$ cat config.mk
export PLATFORM = sky130hd
export DESIGN_NAME = wb_regfile_flat
export DESIGN_NICKNAME = d
export VERILOG_FILES = /design/src/rtl/wb_regfile_if.sv /design/src/rtl/wb_regfile.sv /design/src/flat_wrapper.sv
export SDC_FILE = /design/constraint.sdc
export NUM_CORES = 1
export LEC_CHECK = 0
export ABC_AREA = 1
export BUFFER_PORTS_ARGS = -buffer_cell sky130_fd_sc_hd__buf_4
export CORE_UTILIZATION = 61
export DETAILED_ROUTE_END_ITERATION = 12
export GPL_TIMING_DRIVEN = 1
export PLACE_DENSITY = 0.86
export SYNTH_ARGS = -nofsm -noshare
export SYNTH_HDL_FRONTEND = slang
export SYNTH_SLANG_ARGS = --single-unit
$ cat constraint.sdc
create_clock -name clk -period 3.3 [get_ports clk]
set_clock_uncertainty 0.05 [all_clocks]
set_input_delay 0 -clock clk [delete_from_list [all_inputs] [get_ports clk]]
set_output_delay 0 -clock clk [all_outputs]
set_load 0.02 [all_outputs]
$ cat src/rtl/wb_regfile_if.sv
// EX/WB writeback, decode read-port and EX forwarding signals of wb_regfile.
// master drives the pipeline-side inputs; slave is the register file.
interface wb_regfile_if #(
    parameter int DATA_W = 8,
    parameter int ADDR_W = 3,
    parameter int CNT_W  = 16
);
    logic [ADDR_W-1:0] wb_rd;
    logic [DATA_W-1:0] wb_ext_data;
    logic [DATA_W-1:0] wb_aluout;
    logic              wb_regwrite;
    logic              wb_wbsel;
    logic [ADDR_W-1:0] rd_addr1;
    logic [ADDR_W-1:0] rd_addr2;
    logic [DATA_W-1:0] rd_data1;
    logic [DATA_W-1:0] rd_data2;
    logic [ADDR_W-1:0] ex_rs1;
    logic [ADDR_W-1:0] ex_rs2;
    logic [1:0]        fwd_sel1;
    logic [1:0]        fwd_sel2;
    logic [DATA_W-1:0] fwd_data1;
    logic [DATA_W-1:0] fwd_data2;
    logic [DATA_W-1:0] wb_data;
    logic [CNT_W-1:0]  wr_count;

    modport master (
        output wb_rd, wb_ext_data, wb_aluout, wb_regwrite, wb_wbsel,
        output rd_addr1, rd_addr2, ex_rs1, ex_rs2,
        input  rd_data1, rd_data2, fwd_sel1, fwd_sel2, fwd_data1, fwd_data2,
        input  wb_data, wr_count
    );

    modport slave (
        input  wb_rd, wb_ext_data, wb_aluout, wb_regwrite, wb_wbsel,
        input  rd_addr1, rd_addr2, ex_rs1, ex_rs2,
        output rd_data1, rd_data2, fwd_sel1, fwd_sel2, fwd_data1, fwd_data2,
        output wb_data, wr_count
    );
endinterface

$ cat src/rtl/wb_regfile.sv
// Writeback register file with two read ports, two-level EX forwarding and a write counter.
// Optional macro WB_BYPASS_EN: same-cycle write-through onto the read ports.
module wb_regfile #(
    parameter int DATA_W  = 8,
    parameter int ADDR_W  = 3,
    parameter int R0_ZERO = 1,
    parameter int CNT_W   = 16
) (
    input  logic         clk,
    input  logic         rst,
    wb_regfile_if.slave  bus
);
    localparam int unsigned DEPTH = 2 ** ADDR_W;
    localparam logic        LP_R0 = (R0_ZERO != 0);

    typedef enum logic [1:0] {
        FWD_NONE = 2'b00,
        FWD_CUR  = 2'b01,
        FWD_PREV = 2'b10
    } fwd_sel_e;

    typedef struct packed {
        fwd_sel_e          sel;
        logic [DATA_W-1:0] data;
    } fwd_t;

    logic [DATA_W-1:0] r_regs [DEPTH];
    logic              r_prev_valid;
    logic [ADDR_W-1:0] r_prev_rd;
    logic [DATA_W-1:0] r_prev_data;
    logic [CNT_W-1:0]  r_wr_count;

    logic [DATA_W-1:0] w_wb_data;
    logic              w_we;
    logic [DATA_W-1:0] w_rd_data1;
    logic [DATA_W-1:0] w_rd_data2;
    fwd_t              w_fwd1;
    fwd_t              w_fwd2;

    // Current WB beats the previous WB stage; R0 never forwards when hard-wired.
    function automatic fwd_t f_fwd(
        input logic [ADDR_W-1:0] rs,
        input logic              we,
        input logic [ADDR_W-1:0] wr_rd,
        input logic [DATA_W-1:0] wr_data,
        input logic              pv,
        input logic [ADDR_W-1:0] p_rd,
        input logic [DATA_W-1:0] p_data
    );
        fwd_t f;
        f.sel  = FWD_NONE;
        f.data = '0;
        if (!(LP_R0 && rs == '0)) begin
            if (we && wr_rd == rs) begin
                f.sel  = FWD_CUR;
                f.data = wr_data;
            end else if (pv && p_rd == rs) begin
                f.sel  = FWD_PREV;
                f.data = p_data;
            end
        end
        return f;
    endfunction

    always_comb begin
        w_wb_data = bus.wb_wbsel ? bus.wb_ext_data : bus.wb_aluout;
        w_we      = bus.wb_regwrite & ~(LP_R0 & (bus.wb_rd == '0));
    end

    always_comb begin
        w_rd_data1 = r_regs[bus.rd_addr1];
        w_rd_data2 = r_regs[bus.rd_addr2];
`ifdef WB_BYPASS_EN
        if (w_we && bus.rd_addr1 == bus.wb_rd) w_rd_data1 = w_wb_data;
        if (w_we && bus.rd_addr2 == bus.wb_rd) w_rd_data2 = w_wb_data;
`endif
        if (LP_R0 && bus.rd_addr1 == '0) w_rd_data1 = '0;
        if (LP_R0 && bus.rd_addr2 == '0) w_rd_data2 = '0;
    end

    always_comb begin
        w_fwd1 = f_fwd(bus.ex_rs1, w_we, bus.wb_rd, w_wb_data,
                       r_prev_valid, r_prev_rd, r_prev_data);
        w_fwd2 = f_fwd(bus.ex_rs2, w_we, bus.wb_rd, w_wb_data,
                       r_prev_valid, r_prev_rd, r_prev_data);
    end

    always_ff @(posedge clk or negedge rst) begin
        if (!rst) begin
            r_regs       <= '{default: '0};
            r_prev_valid <= 1'b0;
            r_prev_rd    <= '0;
            r_prev_data  <= '0;
            r_wr_count   <= '0;
        end else begin
            if (w_we) begin
                r_regs[bus.wb_rd] <= w_wb_data;
                if (r_wr_count != '1) r_wr_count <= r_wr_count + 1'b1;
            end
            r_prev_valid <= w_we;
            r_prev_rd    <= bus.wb_rd;
            r_prev_data  <= w_wb_data;
        end
    end

    assign bus.wb_data   = w_wb_data;
    assign bus.rd_data1  = w_rd_data1;
    assign bus.rd_data2  = w_rd_data2;
    assign bus.fwd_sel1  = w_fwd1.sel;
    assign bus.fwd_sel2  = w_fwd2.sel;
    assign bus.fwd_data1 = w_fwd1.data;
    assign bus.fwd_data2 = w_fwd2.data;
    assign bus.wr_count  = r_wr_count;
endmodule

$ cat src/flat_wrapper.sv
// flat-port wrapper written by rule: the top's interface ports become plain ports
module wb_regfile_flat 
#(
    parameter int DATA_W  = 8,
    parameter int ADDR_W  = 3,
    parameter int R0_ZERO = 1,
    parameter int CNT_W   = 16
)
  (clk, rst, bus_wb_rd, bus_wb_ext_data, bus_wb_aluout, bus_wb_regwrite, bus_wb_wbsel, bus_rd_addr1, bus_rd_addr2, bus_ex_rs1, bus_ex_rs2, bus_rd_data1, bus_rd_data2, bus_fwd_sel1, bus_fwd_sel2, bus_fwd_data1, bus_fwd_data2, bus_wb_data, bus_wr_count);
  wb_regfile_if #(.DATA_W(DATA_W), .ADDR_W(ADDR_W), .CNT_W(CNT_W)) bus_i ();
  input  logic clk;
  input  logic rst;
  input wire logic [$bits(bus_i.wb_rd)-1:0] bus_wb_rd;
  input wire logic [$bits(bus_i.wb_ext_data)-1:0] bus_wb_ext_data;
  input wire logic [$bits(bus_i.wb_aluout)-1:0] bus_wb_aluout;
  input wire logic [$bits(bus_i.wb_regwrite)-1:0] bus_wb_regwrite;
  input wire logic [$bits(bus_i.wb_wbsel)-1:0] bus_wb_wbsel;
  input wire logic [$bits(bus_i.rd_addr1)-1:0] bus_rd_addr1;
  input wire logic [$bits(bus_i.rd_addr2)-1:0] bus_rd_addr2;
  input wire logic [$bits(bus_i.ex_rs1)-1:0] bus_ex_rs1;
  input wire logic [$bits(bus_i.ex_rs2)-1:0] bus_ex_rs2;
  output wire logic [$bits(bus_i.rd_data1)-1:0] bus_rd_data1;
  output wire logic [$bits(bus_i.rd_data2)-1:0] bus_rd_data2;
  output wire logic [$bits(bus_i.fwd_sel1)-1:0] bus_fwd_sel1;
  output wire logic [$bits(bus_i.fwd_sel2)-1:0] bus_fwd_sel2;
  output wire logic [$bits(bus_i.fwd_data1)-1:0] bus_fwd_data1;
  output wire logic [$bits(bus_i.fwd_data2)-1:0] bus_fwd_data2;
  output wire logic [$bits(bus_i.wb_data)-1:0] bus_wb_data;
  output wire logic [$bits(bus_i.wr_count)-1:0] bus_wr_count;
  assign bus_i.wb_rd = bus_wb_rd;
  assign bus_i.wb_ext_data = bus_wb_ext_data;
  assign bus_i.wb_aluout = bus_wb_aluout;
  assign bus_i.wb_regwrite = bus_wb_regwrite;
  assign bus_i.wb_wbsel = bus_wb_wbsel;
  assign bus_i.rd_addr1 = bus_rd_addr1;
  assign bus_i.rd_addr2 = bus_rd_addr2;
  assign bus_i.ex_rs1 = bus_ex_rs1;
  assign bus_i.ex_rs2 = bus_ex_rs2;
  assign bus_rd_data1 = bus_i.rd_data1;
  assign bus_rd_data2 = bus_i.rd_data2;
  assign bus_fwd_sel1 = bus_i.fwd_sel1;
  assign bus_fwd_sel2 = bus_i.fwd_sel2;
  assign bus_fwd_data1 = bus_i.fwd_data1;
  assign bus_fwd_data2 = bus_i.fwd_data2;
  assign bus_wb_data = bus_i.wb_data;
  assign bus_wr_count = bus_i.wr_count;
  wb_regfile #(.DATA_W(DATA_W), .ADDR_W(ADDR_W), .R0_ZERO(R0_ZERO), .CNT_W(CNT_W)) u_core (.clk(clk), .rst(rst), .bus(bus_i));
endmodule
==> flow_results.xml <==
<?xml version="1.0" encoding="UTF-8"?>
<metrics>
  <group name="critical_path">
    <metric name="crit_fanout" unit="">8</metric>
    <metric name="worst_path_max_delay_cell" unit="">nor2_1</metric>
    <metric name="timing.critical_path.from_type" unit="">register</metric>
    <metric name="rr_startpoint" unit="">u_core.bus.wr_count[0]</metric>
    <metric name="crit_path_frequent_cell" unit="">nand2_1</metric>
    <metric name="crit_path_end_kind" unit="">output pin</metric>
    <metric name="timing.critical_path.buf_inv" unit="">2</metric>
    <metric name="critPathKind" unit="">reg2out</metric>
    <metric name="required_time_at_the_worst_slack_endpoint" unit="ns">3.25</metric>
    <metric name="critical_path_cell_sequence" unit="">inv_1 &gt; nand2_1 &gt; nand2_1 &gt; nand3_1 &gt; nor2_1 &gt; nand3_1 &gt; nand2_1 &gt; buf_4</metric>
    <metric name="critPathArrivalTime" unit="ns">1.90</metric>
    <metric name="crit_path_start" unit="">u_core.r_prev_rd[1]</metric>
    <metric name="timing.critical_path.max_delay_family" unit="">simple AND/OR/NAND/NOR gates</metric>
    <metric name="slowest_delay" unit="ns">0.45</metric>
  </group>
  <group name="global_routing">
    <metric name="grt_util_all_layers" unit="%">35.8</metric>
    <metric name="largest_net_degree_at_the_start_of_global_routing" unit="">83</metric>
    <metric name="antenna_found_initial" unit="">0</metric>
    <metric name="grt_pass1_wl" unit="um">24900</metric>
    <metric name="overflow" unit="">0</metric>
    <metric name="via_count_of_the_first_global_routing_pass" unit="">5122</metric>
  </group>
  <group name="cts">
    <metric name="clock_tree.buffer_depth" unit="">2</metric>
    <metric name="ctsResizeCount" unit="">0</metric>
    <metric name="clk_transition_reported_paths" unit="ns">0.10</metric>
    <metric name="clock_tree.htree_level_count" unit="">3</metric>
    <metric name="post-cts-setup-buffers" unit="">0</metric>
    <metric name="tritoncts" unit="">yes</metric>
    <metric name="cts_inserted_buffers" unit="">9</metric>
    <metric name="clk_latency" unit="ns">0.37</metric>
    <metric name="cts_root_buffer" unit="">clkbuf_8</metric>
    <metric name="tritoncts_num_sinks" unit="">92</metric>
  </group>
  <group name="place">
    <metric name="buffer_ports.inserted" unit="">94</metric>
    <metric name="detailedPlace.worstSlack" unit="ns">1.48</metric>
    <metric name="placedCellCount" unit="">923</metric>
    <metric name="gp_routability_congestion" unit="">0.887</metric>
    <metric name="placedInstanceArea" unit="um^2">6040</metric>
    <metric name="hpwl" unit="um">10600</metric>
  </group>
  <group name="cells_and_area">
    <metric name="antenna-diode-count" unit="">0</metric>
    <metric name="stdcell_area" unit="um^2">6290</metric>
    <metric name="layout_cells_sized_above_1" unit="%">15.8</metric>
    <metric name="top_library_cells_by_usage_in_the_layout_fill_and_taps_aside" unit="">nand2_1 (250), o21ai_0 (106), buf_4 (95)</metric>
    <metric name="fill_cells" unit="">651</metric>
    <metric name="layout_overhead_on_the_synthesized_area" unit="%">17.1</metric>
    <metric name="combined_flip_flop_and_latch_cell_area" unit="um^2">2300</metric>
    <metric name="layout_commonest_cell" unit="">nand2_1</metric>
    <metric name="final-instance-count-excl-fill" unit="">943</metric>
    <metric name="nNetsFinal" unit="">869</metric>
    <metric name="multi_input_area" unit="um^2">2660</metric>
  </group>
  <group name="floorplanning">
    <metric name="core_area" unit="um^2">8380</metric>
    <metric name="num_rows" unit="">33</metric>
    <metric name="die_width" unit="um">95.8</metric>
    <metric name="design.portCount" unit="">95</metric>
    <metric name="dieArea" unit="um^2">9180</metric>
    <metric name="initial_core_util" unit="%">64.1</metric>
    <metric name="die_y" unit="um">95.8</metric>
  </group>
  <group name="synth">
    <metric name="cell_types_occupying_the_most_area_after_synthesis" unit="">dfrtp_1 (43%), nand2_1 (17%), o21ai_0 (9.9%), a21oi_1 (4.7%), nor2_1 (4.3%)</metric>
    <metric name="synth_nets" unit="">799</metric>
    <metric name="yosysTopAreaCell" unit="">dfrtp_1</metric>
    <metric name="synth_flop_cell" unit="">dfrtp_1</metric>
    <metric name="synth_async_sr_flop_share" unit="%">100</metric>
    <metric name="synth_cells" unit="">763</metric>
    <metric name="synth-seq-cells" unit="">92</metric>
    <metric name="yosysSeqAreaShare" unit="%">42.9</metric>
    <metric name="syn_avg_cell_area" unit="um^2">7.04</metric>
    <metric name="synth_edf_count" unit="">0</metric>
    <metric name="synth_top_area_share" unit="%">42.9</metric>
    <metric name="netlist_area" unit="um^2">5370</metric>
    <metric name="yosys_warnings" unit="">0</metric>
    <metric name="yosysUniqueCellTypes" unit="">29</metric>
  </group>
  <group name="power_and_ir_drop">
    <metric name="cellPowerDensity" unit="nW/um^2">493</metric>
    <metric name="internal_power" unit="W">0.00199</metric>
    <metric name="p_sw" unit="W">0.00111</metric>
    <metric name="vdd_drop_max" unit="uV">446</metric>
    <metric name="sequentialPowerShare" unit="%">46.1</metric>
    <metric name="switching_share" unit="%">35.9</metric>
    <metric name="p_clk_share" unit="%">26.6</metric>
    <metric name="p_leak" unit="nW">3.20</metric>
    <metric name="power.combinational.fraction" unit="%">27.3</metric>
  </group>
  <group name="routing">
    <metric name="route.vias.total" unit="">5507</metric>
    <metric name="drt-wirelength-per-cell" unit="um">16.3</metric>
    <metric name="firstDrtPassIters" unit="">5</metric>
    <metric name="final_antenna_net_count" unit="">0</metric>
    <metric name="routed_wirelength" unit="um">15400</metric>
    <metric name="drt_iter0_drc" unit="">549</metric>
    <metric name="drt-vias-per-instance" unit="">5.84</metric>
    <metric name="post-route-drc-count" unit="">0</metric>
  </group>
  <group name="sta">
    <metric name="setup_tns_after_final_layout" unit="ns">0</metric>
    <metric name="setup_violations" unit="">0</metric>
    <metric name="period_needed" unit="ns">1.95</metric>
    <metric name="report.final.hold_viol_count" unit="">0</metric>
    <metric name="slew-limit-headroom" unit="%">30.7</metric>
    <metric name="final_cycle_utilization_of_the_critical_path" unit="%">59.0</metric>
    <metric name="slew_viol_final" unit="">0</metric>
    <metric name="grt_setup_unrepaired" unit="">no</metric>
    <metric name="achievable-frequency" unit="MHz">514</metric>
    <metric name="tightestPinTransition" unit="ns">1.04</metric>
    <metric name="fin_ws" unit="ns">1.35</metric>
  </group>
  <group name="run">
    <metric name="cap_violations" unit="">0</metric>
  </group>
  <group name="hold_path">
    <metric name="holdCritStartpoint" unit="">bus_wb_regwrite</metric>
    <metric name="holdCritPathClass" unit="">in2reg</metric>
  </group>
  <group name="run_status">
    <metric name="status" unit="">finished, final reports clean</metric>
  </group>
</metrics>
power groups by stage:
stage / Combinational [W] / Clock [W] / Sequential [W]
final: 0.000845 / 0.000824 / 0.00143
after global routing: 0.000930 / 0.000860 / 0.00145
after CTS: 0.000838 / 0.000820 / 0.00142
after detailed placement: 0.000826 / 0 / 0.00145
after global placement: 0.000798 / 0 / 0.00144
after floorplan: 0.000506 / 0 / 0.00144
cell type report:
class | instances | area share [%]
multi-input combinational | 569 | 42.3
timing repair buffer | 99 | 12.0
inverter | 62 | 3.70
clock inverter | 6 | 1.13
tap | 105 | 2.09
clock buffer | 10 | 2.19
sequential | 92 | 36.6
synthesized netlist by cell type (all sizes together) (6+ instances only):
master	n
o21ai	108
dfrtp	92
inv	60
clkbuf	29
o211ai	16
xnor2	9
nand4	6
buf	11
nand2	252
mux2	8
nand3	45
a21oi	51
nor2	65
per-stage QoR:
stage                     power, W  utilization [%]  hold WS (ns)
after global routing       0.00324             75.0        0.0518
after global placement     0.00223             72.0        0.0979
final                      0.00310             75.0        0.0407
after floorplan            0.00195                -        -0.346
after detailed placement   0.00227             72.0         0.103
after CTS                  0.00308             75.0        0.0351
worst paths after layout:
| path | end | slack, ns | depth (start not counted) |
|---|---|---|---|
| worst max-delay path | bus_fwd_data2[7] | 1.35 | 8 |
| worst min-delay path | u_core.r_prev_valid | 0.04 | 3 |
| worst max register to register | u_core.bus.wr_count[11] | 1.46 | 7 |
| worst min register to register | u_core.r_regs[58] | 0.35 | 0 |
| max in group asynchronous | u_core.r_regs[6] | 2.14 | 3 |
| min in group asynchronous | u_core.r_prev_data[2] | 0.26 | 2 |
kinds of logic (layout without fill, tap and decap cells):
| group | count (synthesis) | count (layout) | share of synthesized area, % |
|---|---|---|---|
| simple gates | 371 | 371 | 28.2 |
| compound gates | 176 | 176 | 17.3 |
| buf+inv | 102 | 177 | 7.60 |
| flops | 92 | 92 | 42.9 |
| xor+xnor | 13 | 13 | 2.12 |
| mux | 8 | 8 | 1.68 |
| fa+ha+maj | 1 | 1 | 0.233 |
flip-flops by register name, summed over array words and instances, names as in the netlist:
name,count
u_core.r_prev_rd,3
u_core.bus.wr_count,16
u_core.r_regs,64
u_core.r_prev_valid,1
u_core.r_prev_data,8
repair_timing:
item / in CTS / in global routing
hold buffers: 4 / 0
endpoints found under the setup margin: 0 / 0
hold endpoints to repair: 84 / 0
per-layer routing:
metal	global-route usage, %	wire length (um)	up-vias
met5	0	0	-
met4	16.7	597	0
met3	6.64	1460	63
met2	57.1	7010	315
met1	47.4	6340	2512
li1	-	-	2617
worst min-delay path: stages:
cell and delay [ns]:
buf_4 0.10, nand2_1 0.14, inv_2 0.18
Note: power is estimated with default switching activity, not from simulation.
